## config.mk

```make
export PLATFORM = sky130hd
export DESIGN_NAME = release_sequencer
export DESIGN_NICKNAME = d
export VERILOG_FILES = /design/src/rtl/release_seq_pkg.sv /design/src/rtl/stall_watchdog.sv /design/src/rtl/release_sequencer.sv
export SDC_FILE = /design/constraint.sdc
export NUM_CORES = 1
export LEC_CHECK = 0
export CAP_MARGIN = 20
export CORE_MARGIN = 3
export CORE_UTILIZATION = 50
export CTS_BUF_LIST = sky130_fd_sc_hd__clkbuf_16
export DETAILED_ROUTE_END_ITERATION = 16
export PLACE_DENSITY = 0.8
export SLEW_MARGIN = 20
export SYNTH_ARGS = -nofsm -noshare
export SYNTH_HDL_FRONTEND = slang
export SYNTH_HIERARCHICAL = 1
export SYNTH_SLANG_ARGS = --single-unit
```

## constraint.sdc

```tcl
create_clock -name clk -period 4.16 [get_ports clk]
set_input_delay 0.416 -clock clk [delete_from_list [all_inputs] [get_ports clk]]
set_output_delay 0.416 -clock clk [all_outputs]
set_load 0.02 [all_outputs]
```

## src/rtl/release_seq_pkg.sv

```systemverilog
// release_seq_pkg: shared state type and masked reduction helper for the release sequencer
package release_seq_pkg;
  typedef enum logic [1:0] {IDLE, WORK, FINISHED, STALL} state_t;
  // Channels outside the mask read as satisfied; callers zero-extend up to 64 channels
  function automatic logic masked_and(input logic [63:0] v, input logic [63:0] m);
    return &(v | ~m);
  endfunction
endpackage

```

## src/rtl/stall_watchdog.sv

```systemverilog
// stall_watchdog: saturating idle counter that flags the cycle the stall limit is reached
module stall_watchdog #(
  parameter int STALL_W     = 16,
  parameter int STALL_LIMIT = 1024
) (
  input  logic clk,
  input  logic reset,
  input  logic clr,
  input  logic inc,
  output logic expired
);
  localparam logic [STALL_W-1:0] LIM_M1 = STALL_W'(STALL_LIMIT - 1);
  logic [STALL_W-1:0] r_cnt;
  always_ff @(posedge clk or posedge reset)
    if (reset) r_cnt <= '0;
    else if (clr) r_cnt <= '0;
    else if (inc && !(&r_cnt)) r_cnt <= r_cnt + 1'b1;
  assign expired = (STALL_LIMIT != 0) && inc && (r_cnt == LIM_M1);
endmodule

```

## src/rtl/release_sequencer.sv

```systemverilog
// release_sequencer: lockstep tuple release across a masked subset of store-and-release channels
module release_sequencer
  import release_seq_pkg::*;
#(
  parameter int NUM_STORAGES = 8,
  parameter int CNT_W        = 32,
  parameter int STALL_W      = 16,
  parameter int STALL_LIMIT  = 1024
) (
  input  logic                    clk,
  input  logic                    reset,
  input  logic                    start,
  input  logic                    clear,
  input  logic [NUM_STORAGES-1:0] channel_en,
  input  logic [NUM_STORAGES-1:0] in_is_stored,
  input  logic [NUM_STORAGES-1:0] out_ready,
  input  logic [NUM_STORAGES-1:0] local_last_processed,
  output logic [NUM_STORAGES-1:0] release_data,
  output logic [CNT_W-1:0]        next,
  output logic                    wrapped,
  output logic                    last_processed,
  output logic                    busy,
  output logic                    stall_error
);
  state_t r_state, w_nstate;
  logic [NUM_STORAGES-1:0] r_mask;
  logic [CNT_W-1:0] r_next;
  logic r_wrapped;
  logic w_stored_ok, w_ready_ok, w_last_ok, w_any, w_work, w_go, w_rel, w_fin, w_stall, w_expired;
  assign w_stored_ok = masked_and(64'(in_is_stored), 64'(r_mask));
  assign w_ready_ok  = masked_and(64'(out_ready), 64'(r_mask));
  assign w_last_ok   = masked_and(64'(local_last_processed), 64'(r_mask));
  assign w_any       = |(in_is_stored & r_mask);
  assign w_work      = (r_state == WORK) && !clear;
  assign w_go        = (r_state == IDLE) && start && !clear;
  assign w_rel       = w_work && w_stored_ok && w_ready_ok;
  assign w_fin       = w_work && !w_rel && w_last_ok && !w_any;
  assign w_stall     = w_work && !w_rel && !w_fin;
  stall_watchdog #(.STALL_W(STALL_W), .STALL_LIMIT(STALL_LIMIT)) u_wd (
    .clk(clk), .reset(reset), .clr(clear || w_go || w_rel), .inc(w_stall), .expired(w_expired)
  );
  always_ff @(posedge clk or posedge reset)
    if (reset) r_state <= IDLE;
    else r_state <= w_nstate;
  always_comb
    w_nstate = clear ? IDLE : w_go ? (|channel_en ? WORK : FINISHED) :
               w_fin ? FINISHED : w_expired ? STALL : r_state;
  always_comb begin
    release_data   = w_rel ? r_mask : '0;
    busy           = r_state == WORK;
    last_processed = r_state == FINISHED;
    stall_error    = r_state == STALL;
    next           = r_next;
    wrapped        = r_wrapped;
  end
  always_ff @(posedge clk or posedge reset)
    if (reset) begin
      r_mask    <= '0;
      r_next    <= '0;
      r_wrapped <= 1'b0;
    end else if (clear || w_go) begin
      r_mask    <= clear ? '0 : channel_en;
      r_next    <= '0;
      r_wrapped <= 1'b0;
    end else if (w_rel) begin
      r_next <= r_next + 1'b1;
      if (&r_next) r_wrapped <= 1'b1;
    end
endmodule

```

==> results of run 1 <==
[cell type report]
cell class,instances,area (um^2),share of cell area (%)
timing repair buffer,83,820.8,18.41
inverter,21,78.83,1.768
tap,77,96.34,2.161
clock buffer,9,225.2,5.052
clock inverter,5,22.52,0.5052
sequential,59,1476,33.12
multi-input combinational,283,1738,38.98
[per-stage QoR]
step	hold slack [ns]	total power, mW	util [%]	setup slack [ns]
floorplan	0.3297	0.7136	-	1.514
global placement	0.4759	0.7901	65.19	0.7985
detailed placement	0.4843	0.7944	65.19	0.6701
CTS	0.4957	1.431	69.02	0.9930
global route	0.5119	1.477	69.02	0.5779
finish	0.4913	1.423	69.02	1.013
[registers in the layout, summed over array words and instances, names as in the netlist]
register    count
next           32
r_state         2
r_mask          8
wrapped         1
u_wd/r_cnt     16
[per-layer routing]
metal,GRT usage (%),vias up,part of all wire [%]
met5,0,-,0
met4,11.13,0,2.5
met3,5.773,18,7.0
met2,36.64,126,46
met1,30.29,1541,44
li1,-,1565,-
[critical path: cells and delay by family]
| kind | cells | cell delay [ns] |
|---|---|---|
| simple gates | 5 | 1.92 |
| compound gates | 4 | 0.65 |
| buf+inv | 1 | 0.41 |
[layout by cell type (no fill, tap or decap), drive strengths merged, types with 8 or more instances in the layout]
cell type      netlist  layout
a21oi               42      42
and2                11      11
clkbuf               8       9
clkdlybuf4s50        0      79
dfrtp               59      59
inv                 21      20
nand2               42      42
nand3               14      14
nand4               12      12
nor2                12      12
nor4                 8       8
o21ai               26      26
o31ai               19      19
or3                 17      17
or4                 18      18
[report_power, final]
part / leakage, nW / switching (mW) / total (mW) / internal, mW
Combinational: 0.770 / 0.105 / 0.183 / 0.0782
Clock: 0.126 / 0.251 / 0.638 / 0.387
Sequential: 0.819 / 0.0143 / 0.601 / 0.587
[worst paths after layout]
| path | end | slack, ns | cells past startpoint |
|---|---|---|---|
| max in group asynchronous | next[0] | 3.23 | 3 |
| max | r_state[0] | 1.01 | 10 |
| max reg2reg | r_state[0] | 1.10 | 9 |
| min | wrapped | 0.49 | 1 |
| min reg2reg | wrapped | 0.49 | 1 |
| min in group asynchronous | u_wd/r_cnt[3] | 0.50 | 2 |
[cells by family after synthesis]
group / after synthesis / synth area share, %
compound gates: 109 / 19.91
xor+xnor: 5 / 1.293
fa+ha+maj: 2 / 0.7387
buf+inv: 37 / 5.098
flops: 59 / 43.59
mux: 4 / 1.367
simple gates: 163 / 28.00
==> impl_metrics.ini, run 1 <==
[sta]
final_hold_viol_count = 0
worst_slew_pin_slew_ns = 0.7953
drv_slew = 0
fin_skew_ns = 0.005675
fmax_mhz = 317.8
rsz0062_at_grt = no
finalSetupViolations = 0
period_share_pct = 75.64
period_minus_slack_ns = 3.147
maxSlewHeadroom_pct = 46.58
setup_tns_ns = 0

[cts]
cts_setup_buffers = 0
root_buffer = clkbuf_16
htreeDepth = 3
cts_buffer_depth = 2
cts_hold_buf = 0
cts_tree = built
cts.repair.resized = 0
clock-sinks = 59
cts_buffers = 9
clkLatencyLatePin_ns = 0.33
path_clk_slew_ns = 0.05

[floorplanning]
die_h_um = 88.31
die_w_um = 88.31
start_util_pct = 52.44
rows = 29
core_um2 = 6459
io_pins = 80
fp.dieArea_um2 = 7798

[drt]
drt-initial-drc-count = 155
drc = 0
ant_nets = 0
drt-pass1-iter-count = 5
vias_per_cell = 6.052
drt-total-wl_um = 8597
wl_per_cell_um = 16.01
vias = 3250

[placed_design]
place_inst = 523
postPlaceCellArea_um2 = 4210
place.gp.congestion = 0.8688
post-dp-hpwl_um = 6092
io_buffer_count = 79

[yosys]
synth_top_cells_by_area = dfrtp_1, a21oi_1, nand2_1
ys_warn_count = 6
synth-seq-cells = 59
synth_top_area_cell = dfrtp_1
synthDistinctLibCells = 50
ys_seq_area_share_pct = 43.59
synthFlopType = dfrtp_1
synth_nets = 417
async_reset_ff_share_pct = 100.0
synth_area_um2 = 3387
syn-instance-count = 379
yosys-top-cells-count = dfrtp_1, a21oi_1, nand2_1
synth.most_common_cell = dfrtp_1
synth_top_cell_area_share_pct = 43.59
synth_edf_count = 0
synth.avg_cell_area_um2 = 8.937

[layout]
drive_above_1_share_pct = 6.739
fill_cells = 513
nNetsFinal = 495
stdcell_area_um2 = 4458
final_cells = 537
n_antenna_cell = 0
synthToLayoutAreaGrowth_pct = 31.62

[worst_setup_path]
cp_cell_sequence = clkdlybuf4s50_1, a21boi_0, or3b_1, o31ai_1, nor3_1, nand4_1, or3_4, nor4_1, o21ai_0, o31ai_1
critical_path_arrival_ns = 3.38
critPathMaxStageDelay_ns = 0.50
path_class = input pin to flip-flop
slowest_stage = nor3_1
start_kind = input pin
crit_start = in_is_stored[3]
r2r_start = r_state[0]
critPathMaxFanout = 7
cp_common_cell = o31ai_1
cp_data_required_time_ns = 4.40
end_kind = flip-flop

[min_path]
min_from = wrapped
worstHoldPathType = flip-flop to flip-flop

[grt]
grt_use_total_pct = 23.32
grt_pass1_vias = 3067
grt_pass1_wl_um = 14100
grt.overflow.total = 0
antenna_found_initial = 0
grt_max_degree = 44

[power]
peakVddDrop_mv = 0.2247
powerDensity_nw_per_um2 = 319.1
cellLeakagePower_nw = 1.715

[flow_run]
cap_violations = 0

[status]
outcome = finished, final reports clean
Note: power is estimated with default switching activity, not from simulation.
==> run 2, diff against run 1 <==
clock period = 3.1 ns   (was 4.16 ns; I/O delays follow)
==> run 2 against run 1 <==
Compared with the run above:
- count of clock-buffer cells in the layout unchanged
- hold slack worse by 0.090 ns
- cell area up 2.6%
- sequential cell count unchanged
- final cell count up 1.1%
- largest cell class unchanged
==> impl_metrics.ini, run 2 (synthesis results as in run 1) <==
[status]
outcome = finished, final reports clean

[sta]
final_hold_viol_count = 0
period_share_pct = 95.69
fmax_mhz = 337.1
maxSlewHeadroom_pct = 59.36
worst_slew_pin_slew_ns = 0.6090
rsz0062_at_grt = no
finalSetupViolations = 0
fin_skew_ns = 0.006831
drv_slew = 0
period_minus_slack_ns = 2.966
setup_tns_ns = 0

[worst_setup_path]
critPathMaxFanout = 8
start_kind = flip-flop
path_class = flip-flop to output port
end_kind = output port
worstRegToRegCells = 9
critical_path_arrival_ns = 2.66
cp_data_required_time_ns = 2.79

[layout]
nNetsFinal = 499
final_cell_mix = clkdlybuf4s50_1, dfrtp_1, a21oi_1, nand2_1, o21ai_0
n_antenna_cell = 0
drive_above_1_share_pct = 7.940
fill_cells = 493
final_common_cell = clkdlybuf4s50_1
largest_reg_flops = 32
synthToLayoutAreaGrowth_pct = 35.06

[cts]
cts_hold_buf = 0
cts_buffers = 9
htreeDepth = 3
cts.repair.resized = 0
cts_tree = built
clkLatencyLatePin_ns = 0.32
cts_buffer_depth = 2
root_buffer = clkbuf_16
path_clk_slew_ns = 0.05
cts_setup_buffers = 0
clock-sinks = 59

[power]
fin_total_pwr_mw = 2.180
seqPwrFrac_pct = 37.1
cellLeakagePower_nw = 1.777
switchingPower_uw = 508.9
combPwrFrac_pct = 11.6
powerDensity_nw_per_um2 = 476.6
p_sw_share_pct = 23.34
peakVddDrop_mv = 0.3551
clock_power_share_pct = 51.4
p_int_mw = 1.671

[floorplanning]
die_h_um = 88.31
io_pins = 80
die_w_um = 88.31
rows = 29
start_util_pct = 52.44
fp.dieArea_um2 = 7798
core_um2 = 6459

[drt]
ant_nets = 0
drt-initial-drc-count = 137
vias_per_cell = 6.081
drt-pass1-iter-count = 4
vias = 3302
wl_per_cell_um = 16.67
drc = 0
drt-total-wl_um = 9054

[min_path]
worstHoldPathType = input pin to async pin

[grt]
grt_max_degree = 29
grt_pass1_vias = 3124
grt_use_total_pct = 23.95
grt.overflow.total = 0
grt_pass1_wl_um = 14530
antenna_found_initial = 0

[placed_design]
post-dp-hpwl_um = 6373
io_buffer_count = 79
place.gp.congestion = 0.8265

[flow_run]
cap_violations = 0
[run 2: layout make-up]
cell class / instances / area [um^2] / area share (%)
multi-input cells: 283 / 1738 / 37.99
flip-flops and latches: 59 / 1476 / 32.28
repair buffers: 87 / 850.8 / 18.60
clock buffers: 9 / 225.2 / 4.923
clock inverters: 7 / 108.9 / 2.380
well taps: 77 / 96.34 / 2.106
inverters: 21 / 78.83 / 1.723
[run 2: critical path: stages (launching register included)]
cell	delay, ns
dfrtp_1	0.45
nor2b_4	0.20
or3b_1	0.47
nor3_1	0.27
buf_4	0.21
and2_1	0.13
clkdlybuf4s50_1	0.61
[run 2: layer usage]
layer  vias up  global-route usage [%]  part of all wire [%]
met5         -                       0                     0
met4         0                   7.692                   1.2
met3         9                   6.425                   6.1
met2       119                   39.43                    49
met1      1580                   30.81                    43
li1       1594                       -                     -
[run 2: worst paths after layout]
kind	start	to	slack [ns]
max in group asynchronous	reset	next[20]	2.03
worst min-delay path	reset	next[14]	0.40
worst max-delay path	r_state[1]	release_data[6]	0.13
worst max register to register	r_state[0]	r_state[0]	0.39
worst min register to register	wrapped	wrapped	0.50
min in group clk	wrapped	wrapped	0.50
[run 2: power by group through the flow]
stage          combinational [mW]  sequential, mW  clock, mW
2_1_floorplan               0.143           0.815          0
3_3_place_gp                0.245           0.821          0
3_5_place_dp                0.251           0.821          0
4_1_cts                     0.253           0.808       1.13
5_1_grt                     0.277           0.810       1.16
6_report                    0.253           0.808       1.12
[run 2: per-stage QoR]
stage               hold slack, ns  instances  worst slack [ns]  cell area (um^2)  utilization, %
detailed placement          0.4894        527            0.1089              4240           65.65
floorplan                   0.2237        379            0.4536              3387               -
global placement            0.4731        527            0.2274              4240           65.65
CTS                         0.4120        543            0.1366              4574           70.83
finish                      0.4010        543            0.1337              4574           70.83
global route                0.4498        543           0.01071              4574           70.83
